### src/rtl/fitness_eval_ctrl_if.sv
// Memory, evaluator and fitness write-back bundle seen by fitness_eval_ctrl.
// master = controller side, slave = memories/evaluator side.
interface fitness_eval_ctrl_if #(
    parameter int unsigned DATA_WIDTH        = 4,
    parameter int unsigned INDIVIDUAL_LENGTH = 22,
    parameter int unsigned SELF_FIT_LENGTH   = 10,
    parameter int unsigned IDX_WIDTH         = 8,
    parameter int unsigned CFG_ADDR_WIDTH    = 4
);
    logic                         cfg_rd_en_o;
    logic [CFG_ADDR_WIDTH-1:0]    cfg_rd_addr_o;
    logic [DATA_WIDTH-1:0]        cfg_rd_data_i;

    logic                         pop_rd_en_o;
    logic [IDX_WIDTH-1:0]         pop_rd_addr_o;
    logic [INDIVIDUAL_LENGTH-1:0] pop_rd_data_i;

    logic [DATA_WIDTH-1:0]        self_energy_o;
    logic [DATA_WIDTH-1:0]        interact_energy_o;
    logic                         wr_self_valid_o;
    logic                         wr_interact_valid_o;
    logic                         eval_valid_o;
    logic [IDX_WIDTH-1:0]         eval_idx_o;
    logic [INDIVIDUAL_LENGTH-1:0] eval_vec_o;

    logic                         eval_out_valid_i;
    logic [SELF_FIT_LENGTH-1:0]   eval_energy_i;
    logic [IDX_WIDTH-1:0]         eval_wb_idx_i;

    logic                         fit_wr_en_o;
    logic [IDX_WIDTH-1:0]         fit_wr_addr_o;
    logic [SELF_FIT_LENGTH-1:0]   fit_wr_data_o;

    modport master (
        output cfg_rd_en_o, cfg_rd_addr_o,
        input  cfg_rd_data_i,
        output pop_rd_en_o, pop_rd_addr_o,
        input  pop_rd_data_i,
        output self_energy_o, interact_energy_o, wr_self_valid_o, wr_interact_valid_o,
        output eval_valid_o, eval_idx_o, eval_vec_o,
        input  eval_out_valid_i, eval_energy_i, eval_wb_idx_i,
        output fit_wr_en_o, fit_wr_addr_o, fit_wr_data_o
    );

    modport slave (
        input  cfg_rd_en_o, cfg_rd_addr_o,
        output cfg_rd_data_i,
        input  pop_rd_en_o, pop_rd_addr_o,
        output pop_rd_data_i,
        input  self_energy_o, interact_energy_o, wr_self_valid_o, wr_interact_valid_o,
        input  eval_valid_o, eval_idx_o, eval_vec_o,
        output eval_out_valid_i, eval_energy_i, eval_wb_idx_i,
        input  fit_wr_en_o, fit_wr_addr_o, fit_wr_data_o
    );
endinterface

### src/rtl/fitness_eval_ctrl.sv
// Pass sequencer for the pipelined fitness evaluator: config load, population stream, write-back.
// Optional FITNESS_CTRL_BEST_TRACK_EN adds per-pass minimum-energy tracking (best_energy_o/best_idx_o).
module fitness_eval_ctrl #(
    parameter int unsigned NUM_PARTICLE_TYPE = 3,
    parameter int unsigned DATA_WIDTH        = 4,
    parameter int unsigned INDIVIDUAL_LENGTH = 22,
    parameter int unsigned SELF_FIT_LENGTH   = 10,
    parameter int unsigned POP_SIZE          = 50,
    parameter int unsigned IDX_WIDTH         = 8,
    parameter int unsigned CFG_ADDR_WIDTH    = 4
) (
    input  logic                       clk_i,
    input  logic                       rst_n,
    input  logic                       start_i,
    input  logic                       cfg_loaded_skip_i,
    output logic                       busy_o,
    output logic                       done_o,
`ifdef FITNESS_CTRL_BEST_TRACK_EN
    output logic [SELF_FIT_LENGTH-1:0] best_energy_o,
    output logic [IDX_WIDTH-1:0]       best_idx_o,
`endif
    fitness_eval_ctrl_if.master        bus
);

    localparam int unsigned N_SELF  = NUM_PARTICLE_TYPE;
    localparam int unsigned N_IE    = NUM_PARTICLE_TYPE * NUM_PARTICLE_TYPE;
    localparam int unsigned CNT_MAX = (N_IE > POP_SIZE) ? N_IE : POP_SIZE;
    localparam int unsigned CNT_W   = (CNT_MAX > 1) ? $clog2(CNT_MAX) : 1;
    localparam int unsigned WB_W    = $clog2(POP_SIZE + 1);

    typedef enum logic [2:0] {
        S_IDLE,
        S_LOAD_SE,
        S_LOAD_IE,
        S_STREAM,
        S_DRAIN,
        S_DONE
    } state_e;

    state_e                    state_q, state_d;
    logic [CNT_W-1:0]          cnt_q, cnt_d;
    logic [WB_W-1:0]           wb_cnt_q, wb_cnt_d;
    logic [WB_W-1:0]           wb_cnt_inc;
    logic                      wb_beat;
    logic                      cfg_valid_q;
    logic                      ie_last_q;

    logic                      busy_d;
    logic                      done_d;
    logic                      cfg_rd_en_d;
    logic [CFG_ADDR_WIDTH-1:0] cfg_rd_addr_d;
    logic                      pop_rd_en_d;
    logic [IDX_WIDTH-1:0]      pop_rd_addr_d;

    // Only beats that belong to the running pass advance the write-back count.
    assign wb_beat    = bus.eval_out_valid_i && (state_q == S_STREAM || state_q == S_DRAIN);
    assign wb_cnt_inc = wb_cnt_q + WB_W'(wb_beat);

    // Next state, phase counter and the read strobes/addresses for the coming cycle.
    always_comb begin
        state_d       = state_q;
        cnt_d         = cnt_q;
        wb_cnt_d      = wb_cnt_inc;
        busy_d        = 1'b0;
        done_d        = 1'b0;
        cfg_rd_en_d   = 1'b0;
        cfg_rd_addr_d = '0;
        pop_rd_en_d   = 1'b0;
        pop_rd_addr_d = '0;

        case (state_q)
            S_IDLE: begin
                wb_cnt_d = '0;
                if (start_i) begin
                    cnt_d   = '0;
                    state_d = (cfg_loaded_skip_i && cfg_valid_q) ? S_STREAM : S_LOAD_SE;
                end
            end
            S_LOAD_SE: begin
                if (cnt_q == CNT_W'(N_SELF - 1)) begin
                    cnt_d   = '0;
                    state_d = S_LOAD_IE;
                end else begin
                    cnt_d = cnt_q + CNT_W'(1);
                end
            end
            S_LOAD_IE: begin
                if (cnt_q == CNT_W'(N_IE - 1)) begin
                    cnt_d   = '0;
                    state_d = S_STREAM;
                end else begin
                    cnt_d = cnt_q + CNT_W'(1);
                end
            end
            S_STREAM: begin
                if (cnt_q == CNT_W'(POP_SIZE - 1)) begin
                    cnt_d   = '0;
                    state_d = S_DRAIN;
                end else begin
                    cnt_d = cnt_q + CNT_W'(1);
                end
            end
            S_DRAIN: begin
                if (wb_cnt_inc >= WB_W'(POP_SIZE)) begin
                    state_d = S_DONE;
                end
            end
            S_DONE: begin
                wb_cnt_d = '0;
                state_d  = S_IDLE;
            end
            default: begin
                wb_cnt_d = '0;
                state_d  = S_IDLE;
            end
        endcase

        busy_d = (state_d != S_IDLE);
        done_d = (state_d == S_DONE);

        if (state_d == S_LOAD_SE) begin
            cfg_rd_en_d   = 1'b1;
            cfg_rd_addr_d = CFG_ADDR_WIDTH'(cnt_d);
        end else if (state_d == S_LOAD_IE) begin
            cfg_rd_en_d   = 1'b1;
            cfg_rd_addr_d = CFG_ADDR_WIDTH'(N_SELF) + CFG_ADDR_WIDTH'(cnt_d);
        end

        if (state_d == S_STREAM) begin
            pop_rd_en_d   = 1'b1;
            pop_rd_addr_d = IDX_WIDTH'(cnt_d);
        end
    end

    // State register and registered control outputs.
    always_ff @(posedge clk_i or negedge rst_n) begin
        if (!rst_n) begin
            state_q           <= S_IDLE;
            cnt_q             <= '0;
            wb_cnt_q          <= '0;
            busy_o            <= 1'b0;
            done_o            <= 1'b0;
            bus.cfg_rd_en_o   <= 1'b0;
            bus.cfg_rd_addr_o <= '0;
            bus.pop_rd_en_o   <= 1'b0;
            bus.pop_rd_addr_o <= '0;
        end else begin
            state_q           <= state_d;
            cnt_q             <= cnt_d;
            wb_cnt_q          <= wb_cnt_d;
            busy_o            <= busy_d;
            done_o            <= done_d;
            bus.cfg_rd_en_o   <= cfg_rd_en_d;
            bus.cfg_rd_addr_o <= cfg_rd_addr_d;
            bus.pop_rd_en_o   <= pop_rd_en_d;
            bus.pop_rd_addr_o <= pop_rd_addr_d;
        end
    end

    // Evaluator strobes trail the read that was issued one cycle earlier; state_q names its phase.
    always_ff @(posedge clk_i or negedge rst_n) begin
        if (!rst_n) begin
            bus.wr_self_valid_o     <= 1'b0;
            bus.wr_interact_valid_o <= 1'b0;
            bus.eval_valid_o        <= 1'b0;
            bus.eval_idx_o          <= '0;
            ie_last_q               <= 1'b0;
            cfg_valid_q             <= 1'b0;
        end else begin
            bus.wr_self_valid_o     <= (state_q == S_LOAD_SE);
            bus.wr_interact_valid_o <= (state_q == S_LOAD_IE);
            bus.eval_valid_o        <= (state_q == S_STREAM);
            bus.eval_idx_o          <= (state_q == S_STREAM) ? bus.pop_rd_addr_o : '0;
            ie_last_q               <= (state_q == S_LOAD_IE) && (cnt_q == CNT_W'(N_IE - 1));
            if (bus.wr_interact_valid_o && ie_last_q) begin
                cfg_valid_q <= 1'b1;
            end
        end
    end

    // Read data only exists in the cycle after the strobe, so it passes straight through, gated.
    assign bus.self_energy_o     = bus.wr_self_valid_o     ? bus.cfg_rd_data_i : '0;
    assign bus.interact_energy_o = bus.wr_interact_valid_o ? bus.cfg_rd_data_i : '0;
    assign bus.eval_vec_o        = bus.eval_valid_o        ? bus.pop_rd_data_i : '0;

    // Fitness write-back: every evaluator result is written, counted or not.
    always_ff @(posedge clk_i or negedge rst_n) begin
        if (!rst_n) begin
            bus.fit_wr_en_o   <= 1'b0;
            bus.fit_wr_addr_o <= '0;
            bus.fit_wr_data_o <= '0;
        end else begin
            bus.fit_wr_en_o   <= bus.eval_out_valid_i;
            bus.fit_wr_addr_o <= bus.eval_wb_idx_i;
            bus.fit_wr_data_o <= bus.eval_energy_i;
        end
    end

`ifdef FITNESS_CTRL_BEST_TRACK_EN
    // Strict less-than keeps the first result on ties.
    always_ff @(posedge clk_i or negedge rst_n) begin
        if (!rst_n) begin
            best_energy_o <= '0;
            best_idx_o    <= '0;
        end else if (state_q == S_IDLE && start_i) begin
            best_energy_o <= '1;
            best_idx_o    <= '0;
        end else if (wb_beat && (bus.eval_energy_i < best_energy_o)) begin
            best_energy_o <= bus.eval_energy_i;
            best_idx_o    <= bus.eval_wb_idx_i;
        end
    end
`endif

endmodule

### src/flat_wrapper.sv
// flat-port wrapper written by rule: the top's interface ports become plain ports
module fitness_eval_ctrl_flat 
#(
    parameter int unsigned NUM_PARTICLE_TYPE = 3,
    parameter int unsigned DATA_WIDTH        = 4,
    parameter int unsigned INDIVIDUAL_LENGTH = 22,
    parameter int unsigned SELF_FIT_LENGTH   = 10,
    parameter int unsigned POP_SIZE          = 50,
    parameter int unsigned IDX_WIDTH         = 8,
    parameter int unsigned CFG_ADDR_WIDTH    = 4
)
  (clk_i, rst_n, start_i, cfg_loaded_skip_i, busy_o, done_o, bus_cfg_rd_en_o, bus_cfg_rd_addr_o, bus_cfg_rd_data_i, bus_pop_rd_en_o, bus_pop_rd_addr_o, bus_pop_rd_data_i, bus_self_energy_o, bus_interact_energy_o, bus_wr_self_valid_o, bus_wr_interact_valid_o, bus_eval_valid_o, bus_eval_idx_o, bus_eval_vec_o, bus_eval_out_valid_i, bus_eval_energy_i, bus_eval_wb_idx_i, bus_fit_wr_en_o, bus_fit_wr_addr_o, bus_fit_wr_data_o);
  fitness_eval_ctrl_if #(.DATA_WIDTH(DATA_WIDTH), .INDIVIDUAL_LENGTH(INDIVIDUAL_LENGTH), .SELF_FIT_LENGTH(SELF_FIT_LENGTH), .IDX_WIDTH(IDX_WIDTH), .CFG_ADDR_WIDTH(CFG_ADDR_WIDTH)) bus_i ();
  input  logic clk_i;
  input  logic rst_n;
  input  logic start_i;
  input  logic cfg_loaded_skip_i;
  output logic busy_o;
  output logic done_o;
  output wire logic [$bits(bus_i.cfg_rd_en_o)-1:0] bus_cfg_rd_en_o;
  output wire logic [$bits(bus_i.cfg_rd_addr_o)-1:0] bus_cfg_rd_addr_o;
  input wire logic [$bits(bus_i.cfg_rd_data_i)-1:0] bus_cfg_rd_data_i;
  output wire logic [$bits(bus_i.pop_rd_en_o)-1:0] bus_pop_rd_en_o;
  output wire logic [$bits(bus_i.pop_rd_addr_o)-1:0] bus_pop_rd_addr_o;
  input wire logic [$bits(bus_i.pop_rd_data_i)-1:0] bus_pop_rd_data_i;
  output wire logic [$bits(bus_i.self_energy_o)-1:0] bus_self_energy_o;
  output wire logic [$bits(bus_i.interact_energy_o)-1:0] bus_interact_energy_o;
  output wire logic [$bits(bus_i.wr_self_valid_o)-1:0] bus_wr_self_valid_o;
  output wire logic [$bits(bus_i.wr_interact_valid_o)-1:0] bus_wr_interact_valid_o;
  output wire logic [$bits(bus_i.eval_valid_o)-1:0] bus_eval_valid_o;
  output wire logic [$bits(bus_i.eval_idx_o)-1:0] bus_eval_idx_o;
  output wire logic [$bits(bus_i.eval_vec_o)-1:0] bus_eval_vec_o;
  input wire logic [$bits(bus_i.eval_out_valid_i)-1:0] bus_eval_out_valid_i;
  input wire logic [$bits(bus_i.eval_energy_i)-1:0] bus_eval_energy_i;
  input wire logic [$bits(bus_i.eval_wb_idx_i)-1:0] bus_eval_wb_idx_i;
  output wire logic [$bits(bus_i.fit_wr_en_o)-1:0] bus_fit_wr_en_o;
  output wire logic [$bits(bus_i.fit_wr_addr_o)-1:0] bus_fit_wr_addr_o;
  output wire logic [$bits(bus_i.fit_wr_data_o)-1:0] bus_fit_wr_data_o;
  assign bus_cfg_rd_en_o = bus_i.cfg_rd_en_o;
  assign bus_cfg_rd_addr_o = bus_i.cfg_rd_addr_o;
  assign bus_i.cfg_rd_data_i = bus_cfg_rd_data_i;
  assign bus_pop_rd_en_o = bus_i.pop_rd_en_o;
  assign bus_pop_rd_addr_o = bus_i.pop_rd_addr_o;
  assign bus_i.pop_rd_data_i = bus_pop_rd_data_i;
  assign bus_self_energy_o = bus_i.self_energy_o;
  assign bus_interact_energy_o = bus_i.interact_energy_o;
  assign bus_wr_self_valid_o = bus_i.wr_self_valid_o;
  assign bus_wr_interact_valid_o = bus_i.wr_interact_valid_o;
  assign bus_eval_valid_o = bus_i.eval_valid_o;
  assign bus_eval_idx_o = bus_i.eval_idx_o;
  assign bus_eval_vec_o = bus_i.eval_vec_o;
  assign bus_i.eval_out_valid_i = bus_eval_out_valid_i;
  assign bus_i.eval_energy_i = bus_eval_energy_i;
  assign bus_i.eval_wb_idx_i = bus_eval_wb_idx_i;
  assign bus_fit_wr_en_o = bus_i.fit_wr_en_o;
  assign bus_fit_wr_addr_o = bus_i.fit_wr_addr_o;
  assign bus_fit_wr_data_o = bus_i.fit_wr_data_o;
  fitness_eval_ctrl #(.NUM_PARTICLE_TYPE(NUM_PARTICLE_TYPE), .DATA_WIDTH(DATA_WIDTH), .INDIVIDUAL_LENGTH(INDIVIDUAL_LENGTH), .SELF_FIT_LENGTH(SELF_FIT_LENGTH), .POP_SIZE(POP_SIZE), .IDX_WIDTH(IDX_WIDTH), .CFG_ADDR_WIDTH(CFG_ADDR_WIDTH)) u_core (.clk_i(clk_i), .rst_n(rst_n), .start_i(start_i), .cfg_loaded_skip_i(cfg_loaded_skip_i), .busy_o(busy_o), .done_o(done_o), .bus(bus_i));
endmodule
### config.mk
export PLATFORM = sky130hd
export DESIGN_NAME = fitness_eval_ctrl_flat
export DESIGN_NICKNAME = d
export VERILOG_FILES = /design/src/rtl/fitness_eval_ctrl_if.sv /design/src/rtl/fitness_eval_ctrl.sv /design/src/flat_wrapper.sv
export SDC_FILE = /design/constraint.sdc
export NUM_CORES = 1
export LEC_CHECK = 0
export BUFFER_PORTS_ARGS = -buffer_cell sky130_fd_sc_hd__clkbuf_2
export CORE_AREA = 2 2 84 86
export DETAILED_ROUTE_END_ITERATION = 8
export DIE_AREA = 0 0 86 88
export GPL_TIMING_DRIVEN = 0
export PLACE_DENSITY = 0.69
export REMOVE_ABC_BUFFERS = 1
export SLEW_MARGIN = 40
export SYNTH_ARGS = -nofsm -noshare
export SYNTH_HDL_FRONTEND = slang
export SYNTH_SLANG_ARGS = --single-unit
### constraint.sdc
create_clock -name clk_i -period 3.1 [get_ports clk_i]
set_input_delay 0.62 -clock clk_i [delete_from_list [all_inputs] [get_ports clk_i]]
set_output_delay 0.62 -clock clk_i [all_outputs]
set_load 0.1 [all_outputs]
* Word-level counts from Yosys, hierarchy flattened
Index checks and enable logic that the tools add are counted.
Storage, ports and cells: register bits 61, bits in latches 0, memory bits (writable) 0, bits in read-only memories 0, output and inout port bits 76, word-level logic and storage cells 64, memories kept 0
Operators by class: add/subtract/negate cells 3, multiply operators 0, div/mod/pow operators 0, $lt $le $gt $ge 1, eq/ne operators 11, shift-type cells 0, muxes and demuxes 23, bitwise gates (word level) 0, reduce and logical (&&, ||, !) cells 8
Operators with widths (count):
- $mux 6 | 7
- $pmux 6 s4 | 1
- $mux 22 | 1
- $mux 4 | 4
- $mux 3 | 5
- $pmux 3 s5 | 1
- $eq 3x2->1 const B | 4
- $add 6x1->6 | 1
- $add 6x1->6 const B | 1
- $eq 3x1->1 const B | 2
- $eq 3x3->1 const B | 2
- $eq 6x2->1 const B | 1
- $eq 6x4->1 const B | 1
- $eq 6x6->1 const B | 1
- $ge 6x6->1 const B | 1
- $add 2x4->4 const A | 1
- $logic_and 1x1->1 | 4
- $reduce_or 4->1 | 1
- $logic_not 3->1 | 1
- $mux 1 | 3
- $reduce_bool 3->1 | 1
- $mux 2 | 1
- $logic_or 1x1->1 | 1

* Logic depth before layout (Yosys ltp)
Gate-level depths: netlist (run 1).
word-level depth 10, mapped depth 12, mapped depth without buffers 12

* Worst setup path after synthesis (run 1)
No wires, ideal clock.
path type register to register, from register u_core.state_q[0], to register u_core.bus.pop_rd_en_o, arrival 2610 ps, slack 404 ps, stages on the path, launching flop included 13, buffers on the path 0, path through dfrtp_1 -> inv_1 -> nor2_1 -> nand2_1 -> a21boi_0 -> ha_1 -> ha_1 -> nor2_1 -> a21oi_1 -> o21ai_0 -> a2111oi_1 -> nor2_1 -> nor3_1
On the way: word-level cells in the longest chain between the ends 9
Ends and longest elaborated chain:
- start: declaration | line fitness_eval_ctrl.sv:40 | state_e state_q, state_d;
- start signal: assignment | line fitness_eval_ctrl.sv:148 | state_q <= state_d;
- $eq 3x2->1 or $eq 3x3->1 (tied branches) | line fitness_eval_ctrl.sv:56, fitness_eval_ctrl.sv:71
- $logic_or 1x1->1 | line fitness_eval_ctrl.sv:56 | assign wb_beat = bus.eval_out_valid_i && (state_q == S_STREAM || state_q == S_DRAIN);
- $logic_and 1x1->1 | line fitness_eval_ctrl.sv:56
- $add 6x1->6 | line fitness_eval_ctrl.sv:57 | assign wb_cnt_inc = wb_cnt_q + WB_W'(wb_beat);
- $ge 6x6->1 | line fitness_eval_ctrl.sv:104 | if (wb_cnt_inc >= WB_W'(POP_SIZE)) begin
- $mux 3 | line fitness_eval_ctrl.sv:104
- $pmux 3 s5 (*) | line fitness_eval_ctrl.sv:71 | case (state_q)
- $eq 3x2->1 (*) | line fitness_eval_ctrl.sv:129 | if (state_d == S_STREAM) begin
- $mux 1 (*) | line fitness_eval_ctrl.sv:129
- net u_core.pop_rd_en_d | line fitness_eval_ctrl.sv:52 | logic pop_rd_en_d;
- end signal: assignment | line fitness_eval_ctrl.sv:155 | bus.pop_rd_en_o <= pop_rd_en_d;
- end: declaration | line fitness_eval_ctrl_if.sv:37 | output pop_rd_en_o, pop_rd_addr_o,
The timed path passes the listed nets; every way through them passes the cells marked *. A chain may end at the register's enable or synchronous reset.

* Final worst setup path (run 1)
from register u_core.state_q[0], to register u_core.bus.cfg_rd_en_o
On the way: word-level cells in the longest chain between the ends 10
Ends and longest elaborated chain:
- $eq 3x2->1 or $eq 3x3->1 (tied branches) | line fitness_eval_ctrl.sv:56, fitness_eval_ctrl.sv:71
- $logic_or 1x1->1 | line fitness_eval_ctrl.sv:56
- $logic_and 1x1->1 | line fitness_eval_ctrl.sv:56
- $add 6x1->6 | line fitness_eval_ctrl.sv:57
- $ge 6x6->1 | line fitness_eval_ctrl.sv:104
- $mux 3 | line fitness_eval_ctrl.sv:104
- $pmux 3 s5 (*) | line fitness_eval_ctrl.sv:71
- $eq 3x2->1 | line fitness_eval_ctrl.sv:124 | end else if (state_d == S_LOAD_IE) begin
- $mux 1 | line fitness_eval_ctrl.sv:124
- $mux 1 (*) | line fitness_eval_ctrl.sv:121 | if (state_d == S_LOAD_SE) begin
- net u_core.cfg_rd_en_d | line fitness_eval_ctrl.sv:50 | logic cfg_rd_en_d;
- end signal: assignment | line fitness_eval_ctrl.sv:153 | bus.cfg_rd_en_o <= cfg_rd_en_d;
- end: declaration | line fitness_eval_ctrl_if.sv:35 | output cfg_rd_en_o, cfg_rd_addr_o,
Marks and branches as above.

==> results of run 1 <==
-- synth_stat cells, drive strengths merged --
cell type	number	area (sq um)
a22o	1	10.01
nor2	21	78.83
xor2	7	61.31
nor2b	1	6.260
inv	11	41.29
o22ai	3	18.77
or3	2	13.77
nand2	13	48.80
and3	10	70.06
or4b	1	13.76
a211o	1	8.760
ha	7	87.58
nor3	5	25.02
a211oi	1	7.510
a21o	3	22.52
o21ai	6	33.78
nand2b	1	6.260
xnor2	3	26.28
a2111oi	3	47.55
and2	32	200.2
buf	7	57.55
or2	1	6.260
conb	1	3.750
a22oi	2	28.78
clkbuf	5	38.79
nand3	8	40.04
and4	1	8.760
dfrtp	59	1476
a21boi	1	7.510
or2b	2	16.27
o31ai	3	27.52
a21oi	4	23.77
nand3b	1	7.510
nand4	2	12.51
a311o	1	10.01
nor4	1	6.260
-- worst paths after layout --
check | startpoint | cells past startpoint | endpoint | slack, ps
worst min register to register | u_core.cfg_valid_q | 1 | u_core.cfg_valid_q | 470
min in group clk_i | bus_eval_energy_i[2] | 1 | u_core.bus.fit_wr_data_o[2] | 380
worst max register to register | u_core.state_q[0] | 12 | u_core.bus.cfg_rd_en_o | 280
worst min-delay path | rst_n | 1 | u_core.bus.fit_wr_addr_o[4] | 220
max in group asynchronous | rst_n | 2 | u_core.state_q[1] | 2370
worst max-delay path | u_core.state_q[0] | 12 | u_core.bus.cfg_rd_en_o | 280
-- power by group --
| group | leakage [uW] | switching, uW | total (uW) | internal, uW |
|---|---|---|---|---|
| Clock | 0.000120 | 314 | 853 | 539 |
| Sequential | 0.000722 | 223 | 1210 | 982 |
| Combinational | 0.000989 | 1840 | 2300 | 459 |
| Total | 0.00183 | 2380 | 4360 | 1980 |
-- through the flow --
step | cells | setup slack (ps) | util | cell area [sq um] | power [uW]
2_1_floorplan | 222 | 403.9 | - | 2515 | 3069
3_3_place_gp | 422 | -328.0 | 0.4840 | 3216 | 3452
3_5_place_dp | 423 | -405.8 | 0.4881 | 3243 | 3487
4_1_cts | 439 | 90.64 | 0.5273 | 3503 | 4372
5_1_grt | 441 | 43.69 | 0.5301 | 3522 | 4555
6_report | 441 | 280.5 | 0.5301 | 3522 | 4356
-- flip-flops by register name (all words and copies together) (netlist names), 3 cells and up --
| register | cells |
|---|---|
| u_core.bus.fit_wr_data_o | 10 |
| u_core.bus.fit_wr_addr_o | 8 |
| u_core.bus.eval_idx_o | 6 |
| u_core.bus.pop_rd_addr_o | 6 |
| u_core.cnt_q | 6 |
| u_core.wb_cnt_q | 6 |
| u_core.bus.cfg_rd_addr_o | 4 |
| u_core.state_q | 3 |
-- area by class of cell --
class | instances | area (sq um) | area share
timing repair buffer | 123 | 638.1 | 0.1812
multi-input combinational | 152 | 1017 | 0.2888
clock buffer | 9 | 123.9 | 0.03517
inverter | 11 | 41.29 | 0.01172
tap | 80 | 100.1 | 0.02842
clock inverter | 7 | 123.9 | 0.03517
sequential | 59 | 1478 | 0.4195
-- cells by family (layout without fill, tap and decap cells) --
| logic type | after synthesis | after routing | share of synthesized area |
|---|---|---|---|
| AND/OR/NAND/NOR | 102 | 102 | 0.2156 |
| flip-flops | 59 | 59 | 0.5679 |
| AO/OA/AOI/OAI | 29 | 29 | 0.09480 |
| buffers and inverters | 23 | 150 | 0.05293 |
| XOR/XNOR | 10 | 10 | 0.03369 |
| adder cells (fa/ha/maj) | 7 | 7 | 0.03368 |
| other | 1 | 4 | 0.001442 |
-- layer usage --
layer,track usage,wire [um]
met3,0.04618,457
met1,0.1598,2168
met5,0,0
met2,0.2748,3101
met4,0.06926,63
-- critical path: stages, from the launching register on --
cell and delay (ps):
dfrtp_1 450, inv_1 240, nor2_4 70, nand2_1 140
a21boi_0 100, ha_1 240, ha_1 260, and2_1 180
a21oi_1 130, o21ai_0 120, a2111oi_2 460, nor2_1 140
o21ai_0 210
-- repair_timing --
action	in CTS	in global routing
gates resized for setup	3	2
cloned	0	0
setup buffers	0	2
setup endpoints to repair	5	3
pin swaps	0	2
==> impl_metrics.sql, run 1 <==
INSERT INTO impl_metrics (metric_group, metric, value, unit) VALUES
('routing', 'first_pass_iters', '4', ''),
('timing', 'setup_tns', '0', 'ps'),
('worst_setup_path', 'worst-path-max-fanout', '6', ''),
('synth', 'avgSynthCellArea', '11.26', 'sq um'),
('placed_design', 'globalplace.congestion', '0.7957', ''),
('placed_design', 'place_hpwl', '4.372', 'mm'),
('timing', 'slew_violations', '0', ''),
('cts', 'insertion_delay', '340', 'ps'),
('routing', 'post_drt_via_cell_ratio', '4.778', ''),
('routing', 'drt_iter0_markers', '54', ''),
('global_routing', 'grt_start_max_net_pins', '36', ''),
('routing', 'num_vias', '2107', ''),
('floorplan', 'io_pins', '125', ''),
('finish', 'antenna_cells', '0', ''),
('global_routing', 'vias_in_the_first_global_route', '1898', ''),
('power_and_ir_drop', 'peakVddDrop', '0.3447', 'mV'),
('global_routing', 'grt_first_pass_wirelength', '8.687', 'mm'),
('worst_setup_path', 'cp_data_arrival_time', '3060', 'ps'),
('finish', 'area_delta_synth_final', '35.47', '%'),
('cts', 'clkSinkCount', '59', ''),
('routing', 'wl_per_cell', '13.13', 'um'),
('timing', 'layout_min_cycle_time', '2820', 'ps'),
('timing', 'worst_slew_pin_tran', '665.0', 'ps'),
('finish', 'layout_commonest_cell', 'clkbuf_2', ''),
('timing', 'final_min_period_over_clock_period', '0.9095', ''),
('synth', 'synth_cell_type_count', '48', ''),
('worst_setup_path', 'crit_path_end_kind', 'flop', ''),
('cts', 'clock_tree_from_tritoncts', 'done', ''),
('cts', 'count_of_h_tree_levels_built_during_cts', '3', ''),
('cts', 'cts.reportedPaths.clkPinSlew', '70', 'ps'),
('synth', 'ys_seq_elements', '59', ''),
('finish', 'drive_gt1_frac', '0.4349', ''),
('worst_setup_path', 'cp-start-kind', 'flop', ''),
('timing', 'maxClockFrequency', '354.7', 'MHz'),
('finish', 'final_cell_mix', '119 x clkbuf_2, 58 x dfrtp_1, 32 x and2_1', ''),
('power_and_ir_drop', 'power_density', '1237', 'nW/um^2'),
('synth', 'synth_cells', '231', ''),
('routing', 'ant_nets', '0', ''),
('global_routing', 'grt.overflow.total', '0', ''),
('routing', 'drcViolationCount', '0', ''),
('timing', 'finalSetupViolations', '0', ''),
('timing', 'fin_skew', '9.774', 'ps'),
('floorplan', 'die_h', '88', 'um'),
('cts', 'cts_buffer_depth', '2', ''),
('placed_design', 'place.port_buffers', '120', ''),
('outcome', 'status', 'complete, no violations', ''),
('synth', 'synth_area', '2600', 'sq um'),
('floorplan', 'die_w', '86', 'um'),
('timing', 'rsz0062_at_grt', 'false', ''),
('finish', 'nFillCells', '606', ''),
('flow_run', 'max_cap_violations', '0', ''),
('power_and_ir_drop', 'leakage_power_figure', '0.001830', 'uW'),
('hold_path', 'min_path_type', 'input pin to async pin', ''),
('synth', 'seq_area_frac_synth', '0.5679', ''),
('timing', 'report.final.hold_viol_count', '0', ''),
('finish', 'nNetsFinal', '412', ''),
('floorplan', 'start_util', '0.3913', ''),
('timing', 'max-slew-margin-rel', '0.5540', ''),
('global_routing', 'grt_antenna_before_repair', '0', ''),
('global_routing', 'grt_usage', '0.1509', ''),
('cts', 'postCtsHoldBufs', '0', ''),
('synth', 'yosys_warnings', '0', ''),
('worst_setup_path', 'critical_path_class', 'flop to flop', ''),
('routing', 'postRouteWirelength', '5.790', 'mm'),
('floorplan', 'number_of_placement_rows', '30', ''),
('timing', 'hold-worst-slack', '222.6', 'ps'),
('floorplan', 'core_area', '6644', 'sq um'),
('floorplan', 'die_area', '7568', 'sq um'),
('cts', 'cts_root_buffer', 'clkbuf_8', ''),
('worst_setup_path', 'cp_data_required_time', '3340', 'ps'),
('cts', 'tritoncts.num_buffers', '9', '');
Power figures use the tool's default switching activity.
==> run 2: changes to the inputs <==
- PLACE_DENSITY: 0.69 -> unset
- PLACE_DENSITY_LB_ADDON: unset -> 0.1
==> impl_metrics.sql, run 2 (same netlist as run 1, synthesis figures left out) <==
INSERT INTO impl_metrics (metric_group, metric, value, unit) VALUES
('flow_run', 'max_cap_violations', '0', ''),
('worst_setup_path', 'critical_path_class', 'flop to flop', ''),
('power_and_ir_drop', 'power', '4263', 'uW'),
('floorplan', 'die_area', '7568', 'sq um'),
('worst_setup_path', 'worst-r2r-cell-count', '12', ''),
('power_and_ir_drop', 'leakage_power_figure', '0.001824', 'uW'),
('worst_setup_path', 'crit_family', 'compound AO/OA/AOI/OAI gates', ''),
('timing', 'slew_violations', '0', ''),
('routing', 'ant_nets', '0', ''),
('worst_setup_path', 'worst-path-max-fanout', '6', ''),
('finish', 'final_cell_count_no_fill', '441', ''),
('worst_setup_path', 'crit-reg2reg-capture', 'u_core.bus.cfg_rd_en_o', ''),
('finish', 'largest_reg_flops', '10', ''),
('cts', 'tritoncts.num_buffers', '9', ''),
('finish', 'layout_commonest_cell', 'clkbuf_2', ''),
('finish', 'registers.top_by_ff_count', 'u_core.bus.fit_wr_data_o', ''),
('finish', 'final_cell_mix', '119 x clkbuf_2, 58 x dfrtp_1, 32 x and2_1', ''),
('worst_setup_path', 'cp_data_arrival_time', '3010', 'ps'),
('routing', 'first_pass_iters', '4', ''),
('routing', 'drt_iter0_markers', '105', ''),
('outcome', 'status', 'complete, no violations', ''),
('global_routing', 'grt_first_pass_wirelength', '9.591', 'mm'),
('timing', 'finalSetupViolations', '0', ''),
('worst_setup_path', 'crit_path_start', 'u_core.state_q[0]', ''),
('finish', 'design_area', '3498', 'sq um'),
('timing', 'final_min_period_over_clock_period', '0.8919', ''),
('timing', 'layout_min_cycle_time', '2765', 'ps'),
('floorplan', 'core_area', '6644', 'sq um'),
('cts', 'postCtsHoldBufs', '0', ''),
('cts', 'clock_tree_from_tritoncts', 'done', ''),
('cts', 'insertion_delay', '340', 'ps'),
('placed_design', 'place.port_buffers', '120', ''),
('worst_setup_path', 'reg2reg_from', 'u_core.state_q[0]', ''),
('placed_design', 'place_hpwl', '4.669', 'mm'),
('finish', 'antenna_cells', '0', ''),
('finish', 'drive_gt1_frac', '0.4349', ''),
('global_routing', 'grt.overflow.total', '0', ''),
('timing', 'maxClockFrequency', '361.7', 'MHz'),
('timing', 'worst_slew_pin_tran', '628.9', 'ps'),
('timing', 'setup_slack', '335.2', 'ps'),
('floorplan', 'die_w', '86', 'um'),
('routing', 'postRouteWirelength', '5.992', 'mm'),
('cts', 'count_of_h_tree_levels_built_during_cts', '3', ''),
('hold_path', 'min_path_type', 'input pin to async pin', ''),
('finish', 'reg_top3', 'u_core.bus.fit_wr_data_o (10), u_core.bus.fit_wr_addr_o (8)', ''),
('placed_design', 'dp_slack', '-325.6', 'ps'),
('cts', 'cts_root_buffer', 'clkbuf_8', ''),
('power_and_ir_drop', 'power_density', '1219', 'nW/um^2'),
('floorplan', 'number_of_placement_rows', '30', ''),
('placed_design', 'place.detailed.instances', '423', ''),
('floorplan', 'die_h', '88', 'um'),
('power_and_ir_drop', 'peakVddDrop', '0.4200', 'mV'),
('timing', 'report.final.hold_viol_count', '0', ''),
('worst_setup_path', 'critical_path_buf_inv_count', '1', ''),
('placed_design', 'place_area', '3243', 'sq um'),
('global_routing', 'grt_antenna_before_repair', '0', ''),
('routing', 'num_vias', '2084', ''),
('global_routing', 'grt_usage', '0.1671', ''),
('worst_setup_path', 'crit_path_top_delay_cell', 'dfrtp_1', ''),
('timing', 'rsz0062_at_grt', 'false', ''),
('floorplan', 'start_util', '0.3913', ''),
('timing', 'max-slew-margin-rel', '0.5782', ''),
('cts', 'cts_buffer_depth', '2', ''),
('worst_setup_path', 'timing.reg2reg.setup_slack', '340', 'ps'),
('floorplan', 'io_pins', '125', ''),
('routing', 'wl_per_cell', '13.59', 'um'),
('cts', 'cts.reportedPaths.clkPinSlew', '70', 'ps'),
('routing', 'post_drt_via_cell_ratio', '4.726', ''),
('global_routing', 'grt_start_max_net_pins', '40', ''),
('worst_setup_path', 'cp_data_required_time', '3350', 'ps'),
('cts', 'clkSinkCount', '59', ''),
('timing', 'fin_skew', '7.048', 'ps'),
('worst_setup_path', 'critical_path_cell_count', '12', ''),
('worst_setup_path', 'worstPathCellList', 'inv_1, nor2_4, nand2_1, a21boi_0, ha_1, ha_1, and2_1, a21oi_1, o21ai_0, a2111oi_2, nor2_1, o21ai_0', ''),
('routing', 'drcViolationCount', '0', ''),
('global_routing', 'vias_in_the_first_global_route', '1952', ''),
('finish', 'area_delta_synth_final', '34.55', '%'),
('worst_setup_path', 'cp-start-kind', 'flop', ''),
('finish', 'nNetsFinal', '412', ''),
('worst_setup_path', 'crit_path_end_kind', 'flop', ''),
('placed_design', 'globalplace.congestion', '0.8235', ''),
('worst_setup_path', 'critPathMaxStageDelay', '450', 'ps');
[run 2: cell count changes in the layout (fill, tap and decap cells not counted)]
cell	delta
clkinvlp_4	-1
inv_6	+1
clkinv_2	+1
bufinv_16	-1
[run 2: worst max-delay path by stage]
| stage | end | slack [ps] |
|---|---|---|
| floorplan | u_core.bus.pop_rd_en_o | 400 |
| global placement | u_core.bus.pop_rd_en_o | -330 |
| detailed placement | u_core.bus.cfg_rd_en_o | -330 |
| CTS | u_core.bus.cfg_rd_en_o | 10 |
| global route | u_core.bus.pop_rd_en_o | 100 |
| finish | u_core.bus.cfg_rd_en_o | 340 |
[run 2: where the power goes]
group | internal, uW | total [uW] | switching (uW)
combinational | 461 | 2290 | 1830
sequential | 982 | 1190 | 212
clock | 459 | 781 | 322
[run 2: area by class of cell]
cell class                 instances  area [sq um]
inverter                          11         41.29
clock inverter                     7         100.1
sequential                        59          1478
timing repair buffer             123         638.1
fill                             613          3146
clock buffer                       9         123.9
multi-input combinational        152          1017
tap                               80         100.1
[run 2: stage by stage]
stage	utilization	setup TNS (ps)	hold slack, ps
floorplan	-	0	324.4
CTS	0.5230	0	194.2
finish	0.5266	0	197.1
global route	0.5266	0	193.0
detailed placement	0.4881	-951.1	450.5
global placement	0.4840	-1013	440.6
[run 2: routing by layer]
layer,up-vias,global-route usage,part of all wire
li1,1014,-,-
met1,957,0.2033,0.41
met2,98,0.2664,0.48
met3,15,0.05749,0.087
met4,0,0.08081,0.023
met5,-,0,0
[run 2: repair_timing]
item | 4_1_cts | 5_1_grt
setup endpoints to repair | 5 | 4
resized for setup | 2 | 3
pin swaps | 0 | 2
buffers inserted | 0 | 2
